`config.mk`:
```
export PLATFORM = sky130hd
export DESIGN_NAME = elbeth_fetch_unit_flat
export DESIGN_NICKNAME = d
export VERILOG_FILES = /design/src/rtl/elbeth_fetch_unit_pkg.sv /design/src/rtl/elbeth_fetch_unit_if.sv /design/src/rtl/elbeth_fetch_unit_pc_gen.sv /design/src/rtl/elbeth_fetch_unit.sv /design/src/flat_wrapper.sv
export SDC_FILE = /design/constraint.sdc
export NUM_CORES = 1
export LEC_CHECK = 0
export CAP_MARGIN = 25
export CORE_MARGIN = 10
export CORE_UTILIZATION = 45
export DETAILED_ROUTE_END_ITERATION = 10
export PLACE_DENSITY = 0.83
export SYNTH_ARGS = -nofsm -noshare
export SYNTH_HDL_FRONTEND = slang
export SYNTH_HIERARCHICAL = 1
export SYNTH_SLANG_ARGS = --single-unit
```
`constraint.sdc`:
```
create_clock -name clk -period 2.05 [get_ports clk]
set_input_delay 0.41 -clock clk [delete_from_list [all_inputs] [get_ports clk]]
set_output_delay 0.41 -clock clk [all_outputs]
set_load 0.02 [all_outputs]
```
`src/rtl/elbeth_fetch_unit_pkg.sv`:
```
// rtl/elbeth_fetch_unit_pkg.sv - shared constants and types for the ELBETH fetch stage
package elbeth_fetch_unit_pkg;

    localparam logic [31:0] NOP_INSTR = 32'h0000_0013;
    localparam logic [31:0] RESET_VECTOR_DEFAULT = 32'h0000_0200;

    typedef enum logic [1:0] {
        PC_SEL_PC4    = 2'd0,
        PC_SEL_BRANCH = 2'd1,
        PC_SEL_EXCEPT = 2'd2,
        PC_SEL_EPC    = 2'd3
    } pc_sel_t;

    localparam logic EXC_IF_MISALIGNED = 1'b0;
    localparam logic EXC_IF_FAULT      = 1'b1;

    typedef struct packed {
        logic [31:0] instruction;
        logic [31:0] pc;
        logic        except;
        logic        cause;
    } ifid_t;

    function automatic logic pc_aligned(input logic [31:0] pc);
        return pc[1:0] == 2'b00;
    endfunction

endpackage

```
`src/rtl/elbeth_fetch_unit_if.sv`:
```
// rtl/elbeth_fetch_unit_if.sv - instruction-memory request/response handshake
interface elbeth_fetch_unit_if;
    logic [31:0] imem_addr;
    logic        imem_en;
    logic        imem_ready;
    logic [31:0] imem_rdata;
    logic        imem_fault;

    modport master (
        output imem_addr,
        output imem_en,
        input  imem_ready,
        input  imem_rdata,
        input  imem_fault
    );

    modport slave (
        input  imem_addr,
        input  imem_en,
        output imem_ready,
        output imem_rdata,
        output imem_fault
    );
endinterface

```
`src/rtl/elbeth_fetch_unit_pc_gen.sv`:
```
// rtl/elbeth_fetch_unit_pc_gen.sv - next-PC select and PC register
module elbeth_fetch_unit_pc_gen
    import elbeth_fetch_unit_pkg::*;
#(
    parameter logic [31:0] RESET_VECTOR = RESET_VECTOR_DEFAULT
) (
    input  logic        clk,
    input  logic        rst,
    input  logic [1:0]  pc_select,
    input  logic [31:0] branch_target,
    input  logic [31:0] exception_pc,
    input  logic [31:0] epc,
    input  logic        advance,
    input  logic        stall,
    input  logic        flush,
    output logic [31:0] pc,
    output logic [31:0] next_pc
);

    always_comb begin
        next_pc = pc + 32'd4;
        case (pc_select)
            PC_SEL_PC4:    next_pc = pc + 32'd4;
            PC_SEL_BRANCH: next_pc = branch_target;
            PC_SEL_EXCEPT: next_pc = exception_pc;
            PC_SEL_EPC:    next_pc = epc;
            default:       next_pc = pc + 32'd4;
        endcase
    end

    // A flush redirects even when the PC is frozen.
    always_ff @(posedge clk) begin
        if (rst) begin
            pc <= RESET_VECTOR;
        end else if (flush || (advance && !stall)) begin
            pc <= next_pc;
        end
    end

endmodule

```
`src/rtl/elbeth_fetch_unit.sv`:
```
// rtl/elbeth_fetch_unit.sv - ELBETH instruction-fetch stage with IF/ID register
module elbeth_fetch_unit
    import elbeth_fetch_unit_pkg::*;
#(
    parameter logic [31:0] RESET_VECTOR = RESET_VECTOR_DEFAULT,
    parameter logic [31:0] NOP_WORD     = NOP_INSTR
) (
    input  logic                        clk,
    input  logic                        rst,
    input  logic [1:0]                  if_pc_select,
    input  logic                        if_pc_stall,
    input  logic                        if_stall,
    input  logic                        if_flush,
    input  logic [31:0]                 branch_target,
    input  logic [31:0]                 exception_pc,
    input  logic [31:0]                 epc,
    elbeth_fetch_unit_if.master         imem,
    output logic [31:0]                 id_instruction,
    output logic [31:0]                 id_pc,
    output logic                        id_except_from_if,
    output logic                        id_except_cause
);

    typedef enum logic [1:0] {BOOT, FETCH, HELD, TRAP} state_t;

    state_t      state;
    ifid_t       ifid;
    logic [31:0] pc;
    logic [31:0] next_pc;
    logic [31:0] buf_instr;
    logic [31:0] buf_pc;
    logic        trap_cause;
    logic        aligned;
    logic        accept;
    logic        drain;

    always_comb begin
        aligned = pc_aligned(pc);
        accept  = (state == FETCH) && !if_flush && aligned && imem.imem_ready
                  && !imem.imem_fault && !if_stall;
        drain   = (state == HELD) && !if_flush && !if_stall;
    end

    elbeth_fetch_unit_pc_gen #(.RESET_VECTOR(RESET_VECTOR)) u_pc_gen (
        .clk           (clk),
        .rst           (rst),
        .pc_select     (if_pc_select),
        .branch_target (branch_target),
        .exception_pc  (exception_pc),
        .epc           (epc),
        .advance       (accept || drain),
        .stall         (if_pc_stall),
        .flush         (if_flush),
        .pc            (pc),
        .next_pc       (next_pc)
    );

    assign imem.imem_en   = (state == FETCH) && aligned && !rst;
    assign imem.imem_addr = pc;

    assign id_instruction    = ifid.instruction;
    assign id_pc             = ifid.pc;
    assign id_except_from_if = ifid.except;
    assign id_except_cause   = ifid.cause;

    always_ff @(posedge clk) begin
        if (rst) begin
            state      <= BOOT;
            ifid       <= '{NOP_WORD, 32'd0, 1'b0, 1'b0};
            buf_instr  <= NOP_WORD;
            buf_pc     <= 32'd0;
            trap_cause <= EXC_IF_MISALIGNED;
        end else if (if_flush) begin
            // Aborts any outstanding request; its response is never consumed.
            state <= FETCH;
            ifid  <= '{NOP_WORD, pc, 1'b0, 1'b0};
        end else begin
            case (state)
                BOOT: state <= FETCH;
                FETCH: begin
                    if (!aligned) begin
                        state      <= TRAP;
                        trap_cause <= EXC_IF_MISALIGNED;
                        if (!if_stall) ifid <= '{NOP_WORD, pc, 1'b0, 1'b0};
                    end else if (imem.imem_ready && imem.imem_fault) begin
                        state      <= TRAP;
                        trap_cause <= EXC_IF_FAULT;
                        if (!if_stall) ifid <= '{NOP_WORD, pc, 1'b0, 1'b0};
                    end else if (imem.imem_ready && !if_stall) begin
                        ifid <= '{imem.imem_rdata, pc, 1'b0, 1'b0};
                    end else if (imem.imem_ready) begin
                        buf_instr <= imem.imem_rdata;
                        buf_pc    <= pc;
                        state     <= HELD;
                    end else if (!if_stall) begin
                        ifid <= '{NOP_WORD, pc, 1'b0, 1'b0};
                    end
                end
                HELD: begin
                    if (!if_stall) begin
                        ifid  <= '{buf_instr, buf_pc, 1'b0, 1'b0};
                        state <= FETCH;
                    end
                end
                TRAP: begin
                    if (!if_stall) ifid <= '{NOP_WORD, pc, 1'b1, trap_cause};
                end
                default: state <= BOOT;
            endcase
        end
    end

endmodule

```
`src/flat_wrapper.sv`:
```
// flat-port wrapper written by rule: the top's interface ports become plain ports
module elbeth_fetch_unit_flat import elbeth_fetch_unit_pkg::*;
#(
    parameter logic [31:0] RESET_VECTOR = RESET_VECTOR_DEFAULT,
    parameter logic [31:0] NOP_WORD     = NOP_INSTR
)
  (clk, rst, if_pc_select, if_pc_stall, if_stall, if_flush, branch_target, exception_pc, epc, id_instruction, id_pc, id_except_from_if, id_except_cause, imem_imem_addr, imem_imem_en, imem_imem_ready, imem_imem_rdata, imem_imem_fault);
  elbeth_fetch_unit_if imem_i ();
  input  logic clk;
  input  logic rst;
  input  logic [1:0] if_pc_select;
  input  logic if_pc_stall;
  input  logic if_stall;
  input  logic if_flush;
  input  logic [31:0] branch_target;
  input  logic [31:0] exception_pc;
  input  logic [31:0] epc;
  output logic [31:0] id_instruction;
  output logic [31:0] id_pc;
  output logic id_except_from_if;
  output logic id_except_cause;
  output wire logic [$bits(imem_i.imem_addr)-1:0] imem_imem_addr;
  output wire logic [$bits(imem_i.imem_en)-1:0] imem_imem_en;
  input wire logic [$bits(imem_i.imem_ready)-1:0] imem_imem_ready;
  input wire logic [$bits(imem_i.imem_rdata)-1:0] imem_imem_rdata;
  input wire logic [$bits(imem_i.imem_fault)-1:0] imem_imem_fault;
  assign imem_imem_addr = imem_i.imem_addr;
  assign imem_imem_en = imem_i.imem_en;
  assign imem_i.imem_ready = imem_imem_ready;
  assign imem_i.imem_rdata = imem_imem_rdata;
  assign imem_i.imem_fault = imem_imem_fault;
  elbeth_fetch_unit #(.RESET_VECTOR(RESET_VECTOR), .NOP_WORD(NOP_WORD)) u_core (.clk(clk), .rst(rst), .if_pc_select(if_pc_select), .if_pc_stall(if_pc_stall), .if_stall(if_stall), .if_flush(if_flush), .branch_target(branch_target), .exception_pc(exception_pc), .epc(epc), .imem(imem_i), .id_instruction(id_instruction), .id_pc(id_pc), .id_except_from_if(id_except_from_if), .id_except_cause(id_except_cause));
endmodule
```
==> impl_metrics.env <==
export IMPL_first_iter_violations=696
export IMPL_fillers=1455
export IMPL_worstHoldStart="u_core/buf_pc[0]$_SDFFE_PP0P_"
export IMPL_route_vias_total=8644
export IMPL_numPortBuffers=235
export IMPL_slew_headroom_pct=54.7
export IMPL_switching_share_pct=27.2
export IMPL_io_pins=236
export IMPL_hold_violations=0
export IMPL_start_util_pct=45.9
export IMPL_cts_hold_buffers=0
export IMPL_fin_total_pwr_mw=8.41
export IMPL_status="finished with violations"
export IMPL_fin_cells=1494
export IMPL_post_route_drc_count=0
export IMPL_fp_dieH_um=159
export IMPL_combPwrFrac_pct=20.3
export IMPL_numCtsBuffers=17
export IMPL_fin_ws_ns=-0.164
export IMPL_power_switching_mw=2.29
export IMPL_die_w_um=159
export IMPL_regArea_um2=3320
export IMPL_areaGrowthSynthToFinish_pct=48.2
export IMPL_routedWlPerCell_um=19.9
export IMPL_routed_wl_mm=29.8
export IMPL_dieArea_um2=25100
export IMPL_r2r_start="u_core/u_pc_gen/pc[1]$_SDFFE_PP0P_"
export IMPL_drtAntennaViolNets=0
export IMPL_grt_first_pass_wirelength_mm=45.8
export IMPL_antenna_found_initial=0
export IMPL_worstMarginPinSlew_ns=0.679
export IMPL_maxCapViolCount=0
export IMPL_syn_num_nets=1076
export IMPL_grt_pass1_vias=8529
export IMPL_hpwl_mm=21.9
export IMPL_multi_input_area_um2=4920
export IMPL_postSynthCellCount=938
export IMPL_crit_type="flip-flop to flip-flop"
export IMPL_start_kind="flip-flop"
export IMPL_irDropWorstVdd_v=0.000553
export IMPL_clkPwrFrac_pct=39.0
export IMPL_seqPwrFrac_pct=40.7
export IMPL_core_area_um2=18800
export IMPL_violations="negative setup slack"
export IMPL_fin_crit_sh_pct=108
export IMPL_end_kind="flip-flop"
export IMPL_period_needed_ns=2.21
export IMPL_syn_avg_cell_area_um2=9.21
export IMPL_powerDensity_nw_per_um2=657
export IMPL_clkTransAtPathRegs_ns=0.07
export IMPL_nNetsFinal=1359
export IMPL_placed_cells=1456
export IMPL_clock_latency_ns=0.42
export IMPL_grt_max_degree=86
export IMPL_track_usage_pct=22.9
export IMPL_crit_path_max_fanout=8
export IMPL_yosysWarnings=6
export IMPL_hold_path_class="flip-flop to flip-flop"
export IMPL_rsz0062_at_grt="yes"
export IMPL_worstPathArrival_ns=2.54
export IMPL_cts_max_path_buffers=2
export IMPL_ctsHtreeMaxLevel=4
export IMPL_final_layout_size_suffix_gt1_share_pct=22.6
export IMPL_antennaDiodeCount=0
export IMPL_clock_skew_ns=0.00875
export IMPL_dr_pass1_iters=6
export IMPL_max_freq_mhz=452
export IMPL_overflow=0
export IMPL_critPathLaunch="u_core/u_pc_gen/pc[1]$_SDFFE_PP0P_"
export IMPL_cp_required_ns=2.37
export IMPL_cts_sinks=165
export IMPL_gp_congestion=0.900
export IMPL_viasPerCell=5.79
export IMPL_setup_viol=38
export IMPL_cts_tree="yes"
export IMPL_p_leak_nw=4.77
export IMPL_synth_area_um2=8640
export IMPL_intPower_mw=6.12
export IMPL_slew_violations=0
export IMPL_cts_root_buf="clkbuf_16"
export IMPL_num_rows=50
-- power by group through the flow --
stage               registers [mW]  logic, mW  clock network (mW)
finish                        3.42       1.71                3.28
global route                  3.43       1.81                3.46
CTS                           3.42       1.65                3.33
detailed placement            3.49       1.65                   0
global placement              3.48       1.62                   0
floorplan                     3.62      0.625                   0
-- critical path: stages, from the launching register on --
cell,delay [ns]
dfxtp_2,0.33
or4b_4,0.59
nor2_4,0.10
o21a_1,0.20
a21o_1,0.21
buf_12,0.15
nand2_1,0.06
mux2_2,0.27
o211a_1,0.20
-- metrics by stage --
stage               hold WS [ns]  setup TNS (ns)  instance area [um2]  setup slack, ns  utilization (%)
detailed placement         0.436          -11.68                11900           -0.292             63.4
CTS                        0.446          -0.219                12600           -0.104             66.7
global placement           0.431          -11.55                11900           -0.254             63.4
global route               0.473           -6.26                12800           -0.186             68.0
floorplan                  0.424         -0.0488                 8670          -0.0488                -
finish                     0.445           -1.18                12800           -0.164             68.0
-- cell usage in the layout, fill, tap and decap left out, types with 14 or more instances in the layout --
cell type / count
buf_12: 14
nand2_1: 27
nand2b_1: 121
o31ai_1: 29
inv_1: 43
clkdlybuf4s50_1: 213
a32oi_1: 31
mux2_2: 17
dfxtp_1: 159
nand3_1: 42
buf_4: 101
mux2i_1: 71
o221a_2: 37
clkbuf_16: 19
a21oi_1: 47
nor2_1: 28
-- worst paths after layout --
path | depth (start not counted) | slack, ns | endpoint
worst min register to register | 2 | 0.45 | u_core/buf_pc[0]$_SDFFE_PP0P_
worst max-delay path | 8 | -0.16 | u_core/u_pc_gen/pc[26]$_SDFFE_PP0P_
worst min-delay path | 2 | 0.45 | u_core/buf_pc[0]$_SDFFE_PP0P_
worst max register to register | 8 | -0.16 | u_core/u_pc_gen/pc[26]$_SDFFE_PP0P_
-- metal layers --
metal	wire length, um	track usage, %	up-vias
li1	-	-	4023
met1	12200	27.6	4099
met2	13800	37.2	466
met3	3030	8.15	56
met4	696	7.28	0
met5	0	0	-
-- area by class of cell --
class | instances | share of cell area (%)
clock inverters | 12 | 1.08
flip-flops and latches | 165 | 25.9
clock buffers | 20 | 3.64
repair buffers | 353 | 27.1
inverters | 44 | 1.29
multi-input cells | 640 | 38.4
well taps | 260 | 2.54
-- timing repair --
| action | CTS | global route |
|---|---|---|
| buffers inserted | 1 | 4 |
| setup endpoints to repair | 25 | 40 |
| gates cloned | 0 | 2 |
| gates resized for setup | 19 | 54 |
| pin swaps | 8 | 17 |
No activity file was read; power rests on OpenSTA's default activity.
